File: config.mk
export PLATFORM = sky130hd
export DESIGN_NAME = pipeline_ctrl
export DESIGN_NICKNAME = d
export VERILOG_FILES = /design/src/rtl/types_pkg.sv /design/src/rtl/sat_counter.sv /design/src/rtl/pipeline_ctrl.sv
export SDC_FILE = /design/constraint.sdc
export NUM_CORES = 1
export LEC_CHECK = 0
export CORE_ASPECT_RATIO = 1.75
export CORE_MARGIN = 5
export CORE_UTILIZATION = 59
export CTS_CLUSTER_DIAMETER = 200
export DETAILED_ROUTE_END_ITERATION = 8
export DONT_BUFFER_PORTS = 1
export PLACE_DENSITY_LB_ADDON = 0.3
export SETUP_SLACK_MARGIN = 0.15
export SLEW_MARGIN = 10
export SYNTH_ARGS = -nofsm -noshare
export SYNTH_HDL_FRONTEND = slang
export SYNTH_SLANG_ARGS = --single-unit
File: constraint.sdc
create_clock -name clk -period 2.2 [get_ports clk]
set_clock_uncertainty 0.2 [all_clocks]
set_input_delay 0.33 -clock clk [delete_from_list [all_inputs] [get_ports clk]]
set_output_delay 0.33 -clock clk [all_outputs]
set_load 0.05 [all_outputs]
File: src/rtl/types_pkg.sv
// rtl/types_pkg.sv - shared pipeline types and encodings
//   pipe_state_e : sequencing states of pipeline_ctrl
//   NOP_INSN     : instruction word the stages load on bubble/flush
package types_pkg;

   typedef enum logic [1:0] {
      RUN      = 2'd0,
      MDU_WAIT = 2'd1,
      DRAIN    = 2'd2,
      HALTED   = 2'd3
   } pipe_state_e;

   localparam logic [31:0] NOP_INSN = 32'h0000_0013;

endpackage

File: src/rtl/sat_counter.sv
// rtl/sat_counter.sv - saturating up-counter with synchronous clear
//   clk   in  clock
//   clear in  synchronous clear, wins over inc
//   inc   in  count up by one when not saturated
//   count out current value, holds at all-ones
module sat_counter #(
   parameter int W = 16
) (
   input  logic         clk,
   input  logic         clear,
   input  logic         inc,
   output logic [W-1:0] count
);

   always_ff @(posedge clk) begin
      if (clear) begin
         count <= '0;
      end else if (inc && (count != {W{1'b1}})) begin
         count <= count + 1'b1;
      end
   end

endmodule

File: src/rtl/pipeline_ctrl.sv
// rtl/pipeline_ctrl.sv - stall/flush/halt sequencing for the three-stage pipeline
//   in : clk, rst, haz_stall, branch_taken, mdu_start, mdu_done, halt_req
//   out: pc_en, s1_en, s2_en, s3_en, s1_flush, s2_bubble, s3_bubble (combinational)
//        halted, mdu_err, stall_count (registered)
module pipeline_ctrl
   import types_pkg::*;
#(
   parameter int MDU_TIMEOUT  = 32,
   parameter int DRAIN_CYCLES = 2,
   parameter int CNT_W        = 16
) (
   input  logic             clk,
   input  logic             rst,
   input  logic             haz_stall,
   input  logic             branch_taken,
   input  logic             mdu_start,
   input  logic             mdu_done,
   input  logic             halt_req,
   output logic             pc_en,
   output logic             s1_en,
   output logic             s2_en,
   output logic             s3_en,
   output logic             s1_flush,
   output logic             s2_bubble,
   output logic             s3_bubble,
   output logic             halted,
   output logic             mdu_err,
   output logic [CNT_W-1:0] stall_count
);

   localparam int WAIT_W  = $clog2(MDU_TIMEOUT + 1);
   localparam int DRAIN_W = $clog2(DRAIN_CYCLES + 1);

   pipe_state_e        state, state_d;
   logic [WAIT_W-1:0]  wait_cnt, wait_d;
   logic [DRAIN_W-1:0] drain_cnt, drain_d;
   logic               halt_pend, pend_d;
   logic               err_d;
   logic               stall_inc;

   always_comb begin
      state_d   = state;
      wait_d    = wait_cnt;
      drain_d   = drain_cnt;
      pend_d    = halt_pend;
      err_d     = mdu_err;
      pc_en     = 1'b1;
      s1_en     = 1'b1;
      s2_en     = 1'b1;
      s3_en     = 1'b1;
      s1_flush  = 1'b0;
      s2_bubble = 1'b0;
      s3_bubble = 1'b0;

      if (rst) begin
         pc_en = 1'b0;
         s1_en = 1'b0;
         s2_en = 1'b0;
         s3_en = 1'b0;
      end else begin
         unique case (state)
            RUN: begin
               if (mdu_start) begin
                  // The MDU op must still advance into stage two this cycle.
                  state_d = MDU_WAIT;
                  wait_d  = '0;
                  if (halt_req) pend_d = 1'b1;
               end else if (halt_req || halt_pend) begin
                  pc_en     = 1'b0;
                  s1_en     = 1'b0;
                  s2_bubble = 1'b1;
                  state_d   = DRAIN;
                  drain_d   = '0;
                  pend_d    = 1'b0;
               end else if (haz_stall) begin
                  // Stage one holds, so a taken branch re-presents next cycle.
                  pc_en     = 1'b0;
                  s1_en     = 1'b0;
                  s2_bubble = 1'b1;
               end else if (branch_taken) begin
                  s1_flush = 1'b1;
               end
            end
            MDU_WAIT: begin
               if (halt_req) pend_d = 1'b1;
               if (mdu_done) begin
                  state_d = RUN;
               end else if (wait_cnt == WAIT_W'(MDU_TIMEOUT - 1)) begin
                  err_d   = 1'b1;
                  state_d = RUN;
               end else begin
                  pc_en     = 1'b0;
                  s1_en     = 1'b0;
                  s2_en     = 1'b0;
                  s3_bubble = 1'b1;
                  wait_d    = wait_cnt + 1'b1;
               end
            end
            DRAIN: begin
               pc_en     = 1'b0;
               s1_en     = 1'b0;
               s2_bubble = 1'b1;
               if (drain_cnt == DRAIN_W'(DRAIN_CYCLES - 1)) begin
                  state_d = HALTED;
               end else begin
                  drain_d = drain_cnt + 1'b1;
               end
            end
            HALTED: begin
               pc_en = 1'b0;
               s1_en = 1'b0;
               s2_en = 1'b0;
               s3_en = 1'b0;
            end
            default: state_d = RUN;
         endcase
      end
   end

   always_ff @(posedge clk) begin
      if (rst) begin
         state     <= RUN;
         wait_cnt  <= '0;
         drain_cnt <= '0;
         halt_pend <= 1'b0;
         halted    <= 1'b0;
         mdu_err   <= 1'b0;
      end else begin
         state     <= state_d;
         wait_cnt  <= wait_d;
         drain_cnt <= drain_d;
         halt_pend <= pend_d;
         halted    <= (state_d == HALTED);
         mdu_err   <= err_d;
      end
   end

   // Outputs are forced low during rst, so rst cycles must be excluded explicitly.
   assign stall_inc = !rst && !pc_en && (state != HALTED);

   sat_counter #(
      .W (CNT_W)
   ) u_stall_cnt (
      .clk   (clk),
      .clear (rst),
      .inc   (stall_inc),
      .count (stall_count)
   );

endmodule

-- Yosys cells after proc, flatten, opt, wreduce, memory -nomap -nowiden
Cells that the tools add are included.
- $add $sub $neg: 3
- multiply operators: 0
- divide/modulo/power cells: 0
- magnitude comparators: 0
- equality and inequality tests: 15
- shift-type cells: 0
- multiplexer cells: 45
- bitwise logic cells: 1
- reductions and logical operators: 14
- operator list (operator ; number):
    1-bit 2-to-1 mux ; 26
    2-bit 2-to-1 mux ; 9
    6-bit 2-to-1 mux ; 3
    16-bit by 1-bit adder with 16-bit output, second input constant ; 1
    16-bit != test, second input constant ; 1
    2-bit != test, second input constant ; 7
    6-bit case mux with 2 select lines ; 1
    4-bit AND reduction ; 2
    6-bit by 1-bit adder with 6-bit output, second input constant ; 1
    2-bit equality test, second input constant ; 3
    6-bit by 5-bit equality test with 1-bit output, second input constant ; 1
    1-bit case mux with 2 select lines ; 3
    2-bit case mux with 3 select lines ; 1
    2-bit by 1-bit equality test with 1-bit output, second input constant ; 2
    2-bit case mux with 2 select lines ; 1
    2-bit nonzero test ; 2
    1-bit logical AND ; 3
    3-bit != test, second input constant ; 1
    1-bit case mux with 3 select lines ; 1
    3-bit AND reduction ; 1
    2-bit by 1-bit adder with 2-bit output, second input constant ; 1
    1-bit logical NOT ; 2
    2-bit logical NOT ; 1
    2-bit AND reduction ; 1
    other kinds (3) ; 3
- bits in registers: 29
- latch bits: 0
- bits in writable memories: 0
- bits in read-only memories: 0
- input bits: 7
- output and inout bits: 25
- word-level logic and storage cells: 85
- memories: 0

-- Longest topological paths before layout
- word-level depth: 9
- depth in mapped cells: 8
- depth with buffers taken out: 6

-- Cells and area by module
A second synthesis with hierarchy kept.
- cells, all modules: 189
- area total of the unflattened synthesis: 1582.8 µm²
- modules (own cells, without submodules) (module ; times used ; cells an instance ; area an instance (µm²) ; sequential area each (µm²)):
    sat_counter ; 1 ; 99 ; 848.3 ; 320.3
    pipeline_ctrl ; 1 ; 90 ; 734.5 ; 260.2

-- Worst setup path after synthesis
No wires, ideal clock.
- path type: register -> output
- from: register wait_cnt[0]
- to: output port s3_bubble
- data arrival time: 1.978 ns
- required time: 1.670 ns
- slack: -0.308 ns
- stages on the path, launching flop included: 6
- path buffers: 1
- path through: dfxtp_1 ha_1 nand3_1 o311ai_2 buf_2 nor3_1
- word-level cells in the longest chain between the ends: 5
- ends and longest elaborated chain (what ; line ; source):
    from (decl) ; pipeline_ctrl.sv:35 ; logic [WAIT_W-1:0] wait_cnt, wait_d;
    from (signal assigned) ; pipeline_ctrl.sv:130 ; wait_cnt <= wait_d;
    6-bit by 5-bit equality test with 1-bit output ; pipeline_ctrl.sv:88 ; end else if (wait_cnt == WAIT_W'(MDU_TIMEOUT - 1)) begin
    1-bit 2-to-1 mux ; pipeline_ctrl.sv:88 ;
    1-bit 2-to-1 mux ; pipeline_ctrl.sv:86 ; if (mdu_done) begin
    1-bit 2-to-1 mux ; pipeline_ctrl.sv:61 ; unique case (state)
    1-bit 2-to-1 mux ; pipeline_ctrl.sv:55 ; if (rst) begin
    to (decl) ; pipeline_ctrl.sv:25 ; output logic s3_bubble,
Every way passes these cells.

-- Final worst setup path
- from: register wait_cnt[1]
- to: output port s1_en
- word-level cells in the longest chain between the ends: 5
- ends and longest elaborated chain (what ; line ; source):
    6-bit by 5-bit equality test with 1-bit output ; pipeline_ctrl.sv:88 ;
    1-bit 2-to-1 mux (2 in a row) ; - ;
    1-bit case mux with 3 select lines ; - ;
    1-bit 2-to-1 mux ; - ;
    to (decl) ; pipeline_ctrl.sv:20 ; output logic s1_en,
Every way passes these cells.

==> flow_summary.yaml <==
power_and_ir_drop:
  seq_power_share: 0.434
  p_switching_mw: 0.420
  p_leak_nw: 0.864
  pwr_density_cell_mw_per_mm2: 580
  sw_frac_of_total: 0.319
  comb_power_share: 0.249
  vdd_ir_drop_max_mv: 0.561
  p_int_mw: 0.897
  clkPwrFrac: 0.318
  finalPower_mw: 1.32
global_route:
  grt_max_degree: 25
  first_global_vias: 1549
  gr-total-overflow: 0
  grt_usage: 0.234
  antenna_found_initial: 0
  grt_pass1_wl_mm: 7.10
clock_tree:
  clkSinkCount: 29
  cts_made_buffers: 5
  ctsLongestPathBuffers: 2
  tritoncts: "done"
  clk_latency_ns: 0.29
  cts_root_buffer: "clkbuf_8"
  htreeDepth: 2
  clk_pin_slew_worst_paths_ns: 0.06
placement:
  routabilityCongestion: 0.852
  portBuffers: 0
  dp_hpwl_mm: 2.85
  post-place-cells: 220
  pre_cts_ws_ns: 0.0870
yosys:
  synth.net_count: 184
  synth_most_common_cell: "dfxtp_1"
  syn_area_mm2: 0.00153
  synthSimpleGateAreaFrac: 0.248
  synth.distinct_cells: 46
  synth_top_area_cell: "dfxtp_1"
  synth_top_family_by_area: "simple AND/OR/NAND/NOR gates"
  synthMuxAreaShare: 0.0343
  yosys-top-cells-count: "dfxtp_1 (29), nor2_1 (22), a21oi_1 (11)"
  yosysSeqAreaShare: 0.378
  synth_edf_count: 0
  ys_seq_elements: 29
  synth_compound_area_frac: 0.220
  yosys-top-cells-area: "dfxtp_1 (38%), nor2_1 (5.4%), a21oi_1 (3.6%)"
  ys_warn_count: 0
  synthArstFlopShare: 0
  synth_fa_ha_area_frac: 0.0245
  synth-main-ff-cell: "dfxtp_1"
  synth_cells: 174
  synth-xor-area-share: 0.0285
  syn_avg_cell_area_um2: 8.82
  netlist.area_leader.share: 0.378
final_layout:
  nNetsFinal: 227
  drive_gt1_frac: 0.486
  syn_to_final_growth_pct: 48.0
  layout.cells.non_filler: 244
  diodes: 0
route:
  first_pass_iters: 5
  vias_per_cell: 6.96
  drtAntennaViolNets: 0
  drt_wl_total_mm: 5.82
  vias: 1699
  drc: 0
  drtIter0Drc: 92
  routedWlPerCell_um: 23.8
run:
  cap_viol_max_count: 0
setup_path:
  critPathCaptureType: "primary output"
  start_kind: "flip-flop"
  critical_path_class: "flip-flop to primary output"
  rr_startpoint: "wait_cnt[1]$_SDFFE_PP0P_"
  critPathArrivalTime_ns: 1.74
  critPathLaunch: "wait_cnt[1]$_SDFFE_PP0P_"
  crit_fanout: 4
  cp.required_ns: 1.67
hold_path:
  hp-start: "rst"
  worstHoldPathType: "input port to flip-flop"
die:
  core_area_mm2: 0.00249
  rows: 24
  initial_core_util: 0.615
  die_w_um: 48.5
  die-height_um: 77.5
  floorplan.die_area_mm2: 0.00376
  ios: 32
sta:
  slew_headroom: 0.496
  layout_setup_ws_ns: -0.0708
  rsz0062_at_grt: "yes"
  period_needed_ns: 2.27
  fmax_ghz: 0.440
  hold_ws_ns: 0.0812
  finalHoldViolations: 0
  setup_viol: 5
  setup_tns_ns: -0.171
  maxSlewViolCount: 0
  period_share: 1.03
  tightestPinTransition_ns: 0.753
outcome:
  outcome: "complete, but fails checks"
  violations: "setup timing"
[critical path, cell delays in order, from the launching register on]
cell and delay [ns]:
dfxtp_4 0.37, ha_4 0.14, nand3_4 0.09, o311ai_4 0.33
buf_6 0.16, and3_4 0.19, buf_12 0.17
[through the flow]
stage          utilization  instance area, µm²
2_1_floorplan            -                1610
3_3_place_gp         0.724                1810
3_5_place_dp         0.724                1810
4_1_cts              0.800                1990
5_1_grt              0.911                2270
6_report             0.911                2270
[power by group through the flow]
stage               registers (mW)  clock network, mW  logic (mW)
CTS                          0.566              0.428       0.239
detailed placement           0.579                  0       0.215
floorplan                    0.584                  0       0.167
finish                       0.571              0.418       0.327
global route                 0.572              0.448       0.342
global placement             0.578                  0       0.209
[state kept, by name, indices dropped and copies added (netlist names)]
signal,cells
drain_cnt,2
state,2
mdu_err,1
halted,1
halt_pend,1
u_stall_cnt.count,16
wait_cnt,6
[cells by family after synthesis]
group	Yosys count
and+or+nand+nor	71
buffers and inverters	16
AOI/OAI and AO/OA	45
muxes	5
xor gates and xnor gates	5
adders and majority gates	3
DFF	29
[timing repair]
action | CTS | global route
buffers inserted | 7 | 5
endpoints found under the setup margin | 7 | 16
pin swaps | 3 | 15
gates resized for setup | 11 | 34
cloned | 0 | 3
hold buffers | 1 | 0
hold endpoints to repair | 15 | 0
[layout make-up]
class | instances | area, µm²
Timing Repair Buffer | 44 | 424
Fill cell | 92 | 221
Clock inverter | 2 | 10.0
Sequential cell | 29 | 613
Tap cell | 26 | 32.5
Inverter | 8 | 30.0
Clock buffer | 6 | 72.6
Multi-Input combinational cell | 129 | 1090
[routing by layer]
| layer | up-vias | share of wire | wire length [µm] | track usage |
|---|---|---|---|---|
| met1 | 799 | 0.33 | 1940 | 0.218 |
| met2 | 134 | 0.53 | 3060 | 0.435 |
| met5 | - | 0 | 0 | 0 |
| met3 | 36 | 0.084 | 491 | 0.0766 |
| met4 | 0 | 0.056 | 325 | 0.121 |
| li1 | 730 | - | - | - |
[cell usage in the layout (no fill, tap or decap), types with 2 or more instances in the layout]
cell       count
buf_6          5
mux2i_1        3
nand2b_1       3
nor2b_1        3
nand2_1        9
clkinv_2       2
o311ai_4       3
o21ai_0        2
or3_4          2
nand3_1        4
nor3_1         4
o211ai_1       3
or4_4          2
clkbuf_16      2
dfxtp_4        4
buf_12         3
dfxtp_1       11
and2_1         3
or3_1          2
buf_4         33
clkbuf_8       5
and3_1         3
nor2_1        22
dfxtp_2       14
a211oi_1       3
a21oi_2        6
ha_1           2
a21oi_1        6
a21oi_4        3
nand3_4        2
xnor2_1        5
o41ai_2        3
o31ai_1        5
inv_1          7
nand4_1        3
[worst paths after layout]
path	end	slack [ns]	depth (start not counted)
setup / recovery	s1_en	-0.07	6
hold / removal	u_stall_cnt.count[11]$_SDFFE_PP0P_	0.08	2
setup reg to reg	u_stall_cnt.count[13]$_SDFFE_PP0P_	0	8
hold reg to reg	u_stall_cnt.count[3]$_SDFFE_PP0P_	0.31	1
No activity file was read; power rests on OpenSTA's default activity.
